### src/rtl/pig_status_tracker.sv
// rtl/pig_status_tracker.sv - per-level pig population, frame-boundary kills, level-clear pulse and score
module pig_status_tracker #(
    parameter int                  NUM_PIGS       = 4,
    parameter int                  NUM_LEVELS     = 2,
    parameter logic [NUM_PIGS-1:0] LEVEL0_MASK    = 4'b0011,
    parameter logic [NUM_PIGS-1:0] LEVEL1_MASK    = 4'b1111,
    parameter logic [NUM_PIGS-1:0] LEVEL2_MASK    = 4'b1111,
    parameter logic [NUM_PIGS-1:0] LEVEL3_MASK    = 4'b1111,
    parameter logic [15:0]         POINTS_PER_PIG = 16'd100
) (
    input  logic                clk,
    input  logic                resetN,
    input  logic                startOfFrame,
    input  logic                drawing_request_bird,
    input  logic [NUM_PIGS-1:0] drawing_request_pigs,
    input  logic [3:0]          current_level,
    input  logic                game_over,
    output logic                pigs_left,
    output logic [NUM_PIGS-1:0] pigs_alive,
    output logic [3:0]          pigs_count,
    output logic                pig_killed,
    output logic [15:0]         score
);
    typedef enum logic [2:0] {
        S_LOAD, S_PLAY, S_CLEARED, S_WAIT_LEVEL, S_FINISHED
    } state_t;

    localparam logic [3:0] LAST_LEVEL = 4'(NUM_LEVELS);

    state_t              state_q, state_d;
    logic [3:0]          lvl_q, lvl_d;
    logic [NUM_PIGS-1:0] alive_q, alive_d;
    logic [NUM_PIGS-1:0] pending_q, pending_d;
    logic [15:0]         score_q, score_d;
    logic                killed_q, killed_d;
    logic [NUM_PIGS-1:0] hits;
    logic [31:0]         sum;

    function automatic logic [3:0] popcnt(input logic [NUM_PIGS-1:0] v);
        logic [3:0] c;
        c = '0;
        for (int i = 0; i < NUM_PIGS; i++) c = c + {3'b000, v[i]};
        return c;
    endfunction

    function automatic logic [NUM_PIGS-1:0] level_mask(input logic [1:0] lvl);
        case (lvl)
            2'd0:    return LEVEL0_MASK;
            2'd1:    return LEVEL1_MASK;
            2'd2:    return LEVEL2_MASK;
            default: return LEVEL3_MASK;
        endcase
    endfunction

    assign hits = drawing_request_pigs & {NUM_PIGS{drawing_request_bird}} & alive_q;
    assign sum  = 32'(score_q) + 32'(popcnt(pending_q)) * 32'(POINTS_PER_PIG);

    always_comb begin
        state_d   = state_q;
        lvl_d     = lvl_q;
        alive_d   = alive_q;
        pending_d = pending_q;
        score_d   = score_q;
        killed_d  = 1'b0;
        unique case (state_q)
            S_LOAD: begin
                lvl_d     = current_level;
                pending_d = '0;
                if (current_level < LAST_LEVEL) begin
                    alive_d = level_mask(current_level[1:0]);
                    state_d = S_PLAY;
                end else begin
                    alive_d = '0;
                    state_d = S_FINISHED;
                end
            end
            S_PLAY: begin
                if (startOfFrame) begin
                    // Hits on the boundary clk start the next frame's set; pigs dying now are excluded.
                    alive_d   = alive_q & ~pending_q;
                    pending_d = hits & ~pending_q;
                    if (pending_q != '0) begin
                        killed_d = 1'b1;
                        score_d  = (sum > 32'h0000_FFFF) ? 16'hFFFF : sum[15:0];
                    end
                end else begin
                    pending_d = pending_q | hits;
                end
                if (alive_q == '0 && pending_q == '0) state_d = S_CLEARED;
            end
            S_CLEARED: begin
                pending_d = '0;
                state_d   = S_WAIT_LEVEL;
            end
            S_WAIT_LEVEL: begin
                pending_d = '0;
                if (current_level != lvl_q) state_d = S_LOAD;
            end
            S_FINISHED: begin
                alive_d   = '0;
                pending_d = '0;
            end
            default: state_d = S_LOAD;
        endcase
        // game_over wins over every transition and discards any pending kill.
        if (game_over) begin
            state_d   = S_FINISHED;
            alive_d   = '0;
            pending_d = '0;
            score_d   = score_q;
            killed_d  = 1'b0;
        end
    end

    always_ff @(posedge clk or negedge resetN) begin
        if (!resetN) begin
            state_q   <= S_LOAD;
            lvl_q     <= '0;
            alive_q   <= '0;
            pending_q <= '0;
            score_q   <= '0;
            killed_q  <= 1'b0;
        end else begin
            state_q   <= state_d;
            lvl_q     <= lvl_d;
            alive_q   <= alive_d;
            pending_q <= pending_d;
            score_q   <= score_d;
            killed_q  <= killed_d;
        end
    end

    assign pigs_left  = (state_q != S_CLEARED);
    assign pigs_alive = alive_q;
    assign pigs_count = popcnt(alive_q);
    assign pig_killed = killed_q;
    assign score      = score_q;
endmodule

### config.mk
export PLATFORM = sky130hd
export DESIGN_NAME = pig_status_tracker
export DESIGN_NICKNAME = d
export VERILOG_FILES = /design/src/rtl/pig_status_tracker.sv
export SDC_FILE = /design/constraint.sdc
export NUM_CORES = 1
export LEC_CHECK = 0
export ABC_AREA = 1
export BUFFER_PORTS_ARGS = -buffer_cell sky130_fd_sc_hd__buf_2
export CELL_PAD_IN_SITES_DETAIL_PLACEMENT = 0
export CELL_PAD_IN_SITES_GLOBAL_PLACEMENT = 1
export CORE_MARGIN = 1.5
export CORE_UTILIZATION = 41
export DETAILED_ROUTE_END_ITERATION = 10
export PLACE_DENSITY_LB_ADDON = 0.08
export RECOVER_POWER = 50
export REMOVE_ABC_BUFFERS = 1
export SETUP_SLACK_MARGIN = 0.02
export SLEW_MARGIN = 20
export SYNTH_ARGS = -nofsm -noshare
export SYNTH_HDL_FRONTEND = slang
export SYNTH_SLANG_ARGS = --single-unit
### constraint.sdc
create_clock -name clk -period 4.67 [get_ports clk]
set_input_delay 0.467 -clock clk [delete_from_list [all_inputs] [get_ports clk]]
set_output_delay 0.467 -clock clk [all_outputs]
set_load 0.005 [all_outputs]
# Word level (Yosys, flattened, before mapping)
# Cells that the tools add are included.
word_totals:
  latch_bits: 0
  reg_bits: 32
  wordCells: 63
  ramBits: 0
  mem_count: 0
  out_inout_bits: 26
  romBits: 0
  inputBits: 13
op_classes:
  n_eq_ne: 10
  n_shift: 0
  n_reduce_logical: 12
  addsub: 7
  div_mod_pow: 0
  mux: 18
  order_cmp: 2
  bitwise_logic: 7
  n_mul: 1
op_table:
  columns: ["operator", "n"]
  rows:
  - ["$mux 4", 6]
  - ["$add 16x11->17", 1]
  - ["$gt 17x16->1 const B", 1]
  - ["$and 4x4->4", 4]
  - ["$mux 16", 1]
  - ["$pmux 3 s5", 1]
  - ["$mux 3", 4]
  - ["$pmux 4 s3", 1]
  - ["$mul 4x5->9 const B", 1]
  - ["$ne 3x3->1 const B", 3]
  - ["$add 3x1->4", 2]
  - ["$logic_not 4->1", 2]
  - ["$pmux 4 s2", 1]
  - ["$reduce_bool 4->1", 2]
  - ["$add 2x1->3", 2]
  - ["$eq 3x2->1 const B", 2]
  - ["$add 1x1->2", 2]
  - ["$lt 4x2->1 const B", 1]
  - ["$mux 1", 4]
  - ["$ne 4x4->1", 1]
  - ["$not 4->4", 1]
  - ["$or 4x4->4", 1]
  - ["$reduce_and 4->1", 1]
  - ["$reduce_or 4->1", 1]
  - ["other kinds (11)", 11]

# Depth between registers and ports, before layout
depth:
  ltp_word: 7
  ltp_mapped: 16
  depth_no_buf: 16

# Worst setup path after synthesis
# OpenSTA, ideal clock, no wires.
synth_path:
  kind: "register to register"
  from: "reg pending_q[0]"
  to: "reg score_q[10], in the netlist score[10]"
  path_slack_ns: 1.699
  t_arrival_ns: 2.855
  setup_time_ns: 0.116
  path_stages_with_launch: 15
  cell_sequence: "dfrtp_1 fa_1 ha_1 inv_1 fa_1 inv_1 ha_1 nand2_1 inv_1 nand2_1 nand3_1 a21oi_1 nand2_1 nand2_1 nand2_1"
synth_via:
  elab_chain_len: 7
  word_cells_on_any_way: 9
  classes_between: "add/sub: 4; mul: 1; order compare: 1; mux: 1; reduce/logical: 2"
synth_rtl:
  columns: ["element", "line_no", "text"]
  rows:
  - ["start: declaration", "33", "logic [NUM_PIGS-1:0] pending_q, pending_d;"]
  - ["start signal: assignment", "127", "pending_q <= pending_d;"]
  - ["$add 1x1->2", "42", "for (int i = 0; i < NUM_PIGS; i++) c = c + {3'b000, v[i]};"]
  - ["$add 2x1->3", "42", null]
  - ["$add 3x1->4", "42", null]
  - ["$mul 4x5->9", "56", "assign sum = 32'(score_q) + 32'(popcnt(pending_q)) * 32'(POINTS_PER_PIG);"]
  - ["$add 16x11->17", "56", null]
  - ["$gt 17x16->1", "84", "score_d = (sum > 32'h0000_FFFF) ? 16'hFFFF : sum[15:0];"]
  - ["$mux 16", "84", null]
  - ["end signal: assignment", "128", "score_q <= score_d;"]
  - ["end: declaration", "34", "logic [15:0] score_q, score_d;"]
# Parallel ways exist; a longest one is shown, timed or not.
# A chain may end at the register's enable or synchronous reset.

# Worst setup path in the final report
layout_path:
  from: "reg pending_q[0]"
  to: "reg score_q[8], in the netlist score[8]"
# Same word-level chain as after synthesis.

==> results.py <==
metrics = {
    "run_status": {
        "outcome": "complete, but fails checks",
        "violations": "max-capacitance violations, max-slew violations",
    },
    "synth": {
        "syn_inst": 364,
        "synthAdderAreaFrac_pct": 13.57,
        "yosysTopAreaCell": "dfrtp_1",
        "ys_types": 28,
        "yosysSeqAreaShare_pct": 31.16,
        "yosys-top-cells-area": "dfrtp_1, nand2_1, inv_1",
        "synth_compound_area_share_pct": 6.533,
        "synth-simple-area-share_pct": 35.68,
        "ys_warn_count": 0,
        "synth-seq-cells": 31,
        "synthesis.area_sq_mm": 0.002490,
        "synth_top_area_share_pct": 31.16,
        "synthMuxAreaShare_pct": 0,
        "syn_area_per_cell_sq_um": 6.840,
        "synth_xor_area_share_pct": 1.759,
        "synth_top_family_by_area": "simple AND/OR/NAND/NOR gates",
    },
    "sta": {
        "setup_tns_ns": 0,
        "maxSlewViolCount": 32,
        "finalClockSkew_ns": 0.004985,
        "setup_viol": 0,
        "period_needed_ns": 3.256,
        "max_freq_ghz": 0.3071,
        "worst_slew_pin_slew_ns": 1.688,
        "final-hold-violation-count": 0,
        "slew_headroom_pct": -12.53,
        "fin_crit_sh_pct": 69.72,
        "rsz0062_at_grt": "false",
    },
    "final_layout": {
        "postLayoutCoreUtil_pct": 48.07,
        "most-common-layout-cells": "nand2_1, inv_1, nand3_1",
        "area_growth_syn_to_layout_pct": 13.62,
        "drive_gt1_share_pct": 12.10,
        "final_common_cell": "nand2_1",
        "fillers": 623,
        "finalNetCount": 441,
        "antennaDiodeCount": 0,
    },
    "floorplan": {
        "io_pins": 39,
        "die_x_um": 80.93,
        "core-area_sq_mm": 0.005886,
        "die_area_sq_mm": 0.006550,
        "start_util_pct": 42.30,
        "die_y_um": 80.93,
        "rows": 28,
    },
    "global_routing": {
        "grt_pass1_vias": 2244,
        "grt_max_degree": 32,
        "use_met2_pct": 35.58,
        "use_met3_pct": 3.371,
        "top_usage_layer": "met2",
        "met1_usage_pct": 25.47,
        "grtUsageTotal_pct": 20.46,
        "grt-ovfl-total": 0,
        "antenna_found_initial": 0,
        "grt_pass1_wl_um": 10260,
    },
    "power": {
        "internal_power_mw": 0.4594,
        "swShare_pct": 28.24,
        "switchingPower_mw": 0.1808,
        "seq_power_share_pct": 47.8,
        "power_density_mw_per_mm2": 226.3,
        "comb_power_share_pct": 13.7,
        "p_clk_share_pct": 38.5,
        "ir_drop_uv": 117.6,
        "power_leakage_nw": 1.639,
    },
    "worst_setup_path": {
        "cp-start-kind": "flip-flop",
        "crit_path_end_kind": "flip-flop",
        "crit_type": "flip-flop to flip-flop",
        "critPathArrivalTime_ns": 3.44,
        "worstSetupStartpoint": "pending_q[0]$_DFFE_PN0P_",
        "cp_top_family": "adder cells",
        "slowest_stage": "fa_1",
        "path_max_fanout": 5,
        "reg2reg_slack_ns": 1.41,
        "critical_path.most_common_cell": "nand2_1",
        "path_cells": "fa_1, ha_1, inv_1, fa_1, inv_1, ha_1, nand2_1, inv_1, nand2_1, nand3_1, a21oi_1, nand2_1, nand2_1, nand2_1",
        "critPathRequiredTime_ns": 4.85,
        "critical_path_buf_inv_count": 3,
        "r2r_end": "score[8]$_DFFE_PN0P_",
        "slowest_delay_ns": 0.48,
        "r2r_cells": 14,
        "r2r_start": "pending_q[0]$_DFFE_PN0P_",
    },
    "place": {
        "dpl.hpwl_um": 4772,
        "port_buffers": 37,
        "routabilityCongestion": 0.8352,
    },
    "detailed_routing": {
        "drt_pre_antenna_iters": 4,
        "ant_nets": 0,
        "num_vias": 2324,
        "wl_per_cell_um": 12.30,
        "wirelength_um": 5906,
        "drc": 0,
        "drtIter0Drc": 97,
        "routed_via_density": 4.842,
    },
    "clock_tree": {
        "numCtsBuffers": 5,
        "clock_sinks": 31,
        "clk_pin_slew_ns": 0.07,
        "hold_buffers": 0,
        "cts_tree": "built",
        "cts_setup_buffers": 0,
        "htreeDepth": 2,
        "clockRootBuffer": "clkbuf_8",
        "cts.path.max_buffers": 2,
        "worstSkewPairLatency_ns": 0.29,
        "cts_resized": 0,
    },
    "worst_hold_path": {
        "hp-start": "game_over",
        "hold_depth": 2,
        "hold_end": "state_q[1]$_DFFE_PN0P_",
        "hold_class": "input port to flip-flop",
    },
    "run": {
        "maxCapViolations": 1,
    },
}
==> worst max-delay path by stage <==
stage,to,depth (start not counted)
2_1_floorplan,score[10]$_DFFE_PN0P_,14
4_1_cts,score[10]$_DFFE_PN0P_,14
3_3_place_gp,score[10]$_DFFE_PN0P_,14
3_5_place_dp,score[10]$_DFFE_PN0P_,14
6_report,score[8]$_DFFE_PN0P_,14
5_1_grt,score[10]$_DFFE_PN0P_,14
==> power groups by stage <==
stage                     clock network (mW)  registers, mW  logic, mW
after CTS                              0.254          0.306     0.0909
after floorplan                            0          0.309     0.0599
final                                  0.246          0.306     0.0879
after global placement                     0          0.311     0.0895
after global routing                   0.265          0.309      0.104
after detailed placement                   0          0.311     0.0906
==> sequential cells by signal, indices dropped and copies added (netlist names) <==
register and cells:
lvl_q 4, pending_q 4, pig_killed 1, pigs_alive 4
score 15, state_q 3
==> per-layer routing <==
metal | up-vias | routed length (um)
li1 | 1213 | -
met1 | 1069 | 2762
met2 | 35 | 2862
met3 | 7 | 217
met4 | 0 | 63
met5 | - | 0
==> cells in the mapped netlist <==
library cell  number
nand2_1          125
inv_1             64
nand3_1           33
dfrtp_1           31
nor2_1            28
ha_1              19
o21ai_0           10
a21oi_1            9
fa_1               5
nand3b_1           5
o32ai_1            4
xor2_1             4
buf_4              3
nand4_1            3
nor2_2             3
or2_2              3
nand2_2            2
nor3_1             2
o22ai_1            2
buf_6              1
conb_1             1
inv_2              1
nand4_4            1
nor2_4             1
o211ai_1           1
o21ai_1            1
o31ai_1            1
xnor2_1            1
==> kinds of logic (layout without fill, tap and decap cells) <==
logic type	count (synthesis)	in the layout
AND/OR/NAND/NOR	206	206
flip-flops	31	31
XOR/XNOR	5	5
adder cells (fa/ha/maj)	24	24
other	1	1
buffers and inverters	69	110
AO/OA/AOI/OAI	28	28
==> final cells by class <==
| cell class | count | area [sq um] | area share, % |
|---|---|---|---|
| Clock buffer | 7 | 96.34 | 3.406 |
| Clock inverter | 1 | 7.507 | 0.2654 |
| Inverter | 65 | 244.0 | 8.625 |
| Multi-Input combinational cell | 264 | 1434 | 50.69 |
| Sequential cell | 31 | 775.7 | 27.42 |
| Tap cell | 75 | 93.84 | 3.317 |
| Timing Repair Buffer | 37 | 177.7 | 6.280 |
==> stage by stage <==
step / area [sq um] / instances / hold WS [ns] / power (mW) / worst slack [ns]
floorplan: 2456 / 360 / 0.1714 / 0.3687 / 1.696
global route: 2829 / 480 / 0.3594 / 0.6782 / 1.168
CTS: 2839 / 480 / 0.2713 / 0.6505 / 1.400
detailed placement: 2735 / 472 / 0.4701 / 0.4013 / 1.436
finish: 2829 / 480 / 0.3704 / 0.6402 / 1.414
global placement: 2735 / 472 / 0.4636 / 0.4008 / 1.487
Note: power is estimated with default switching activity, not from simulation.
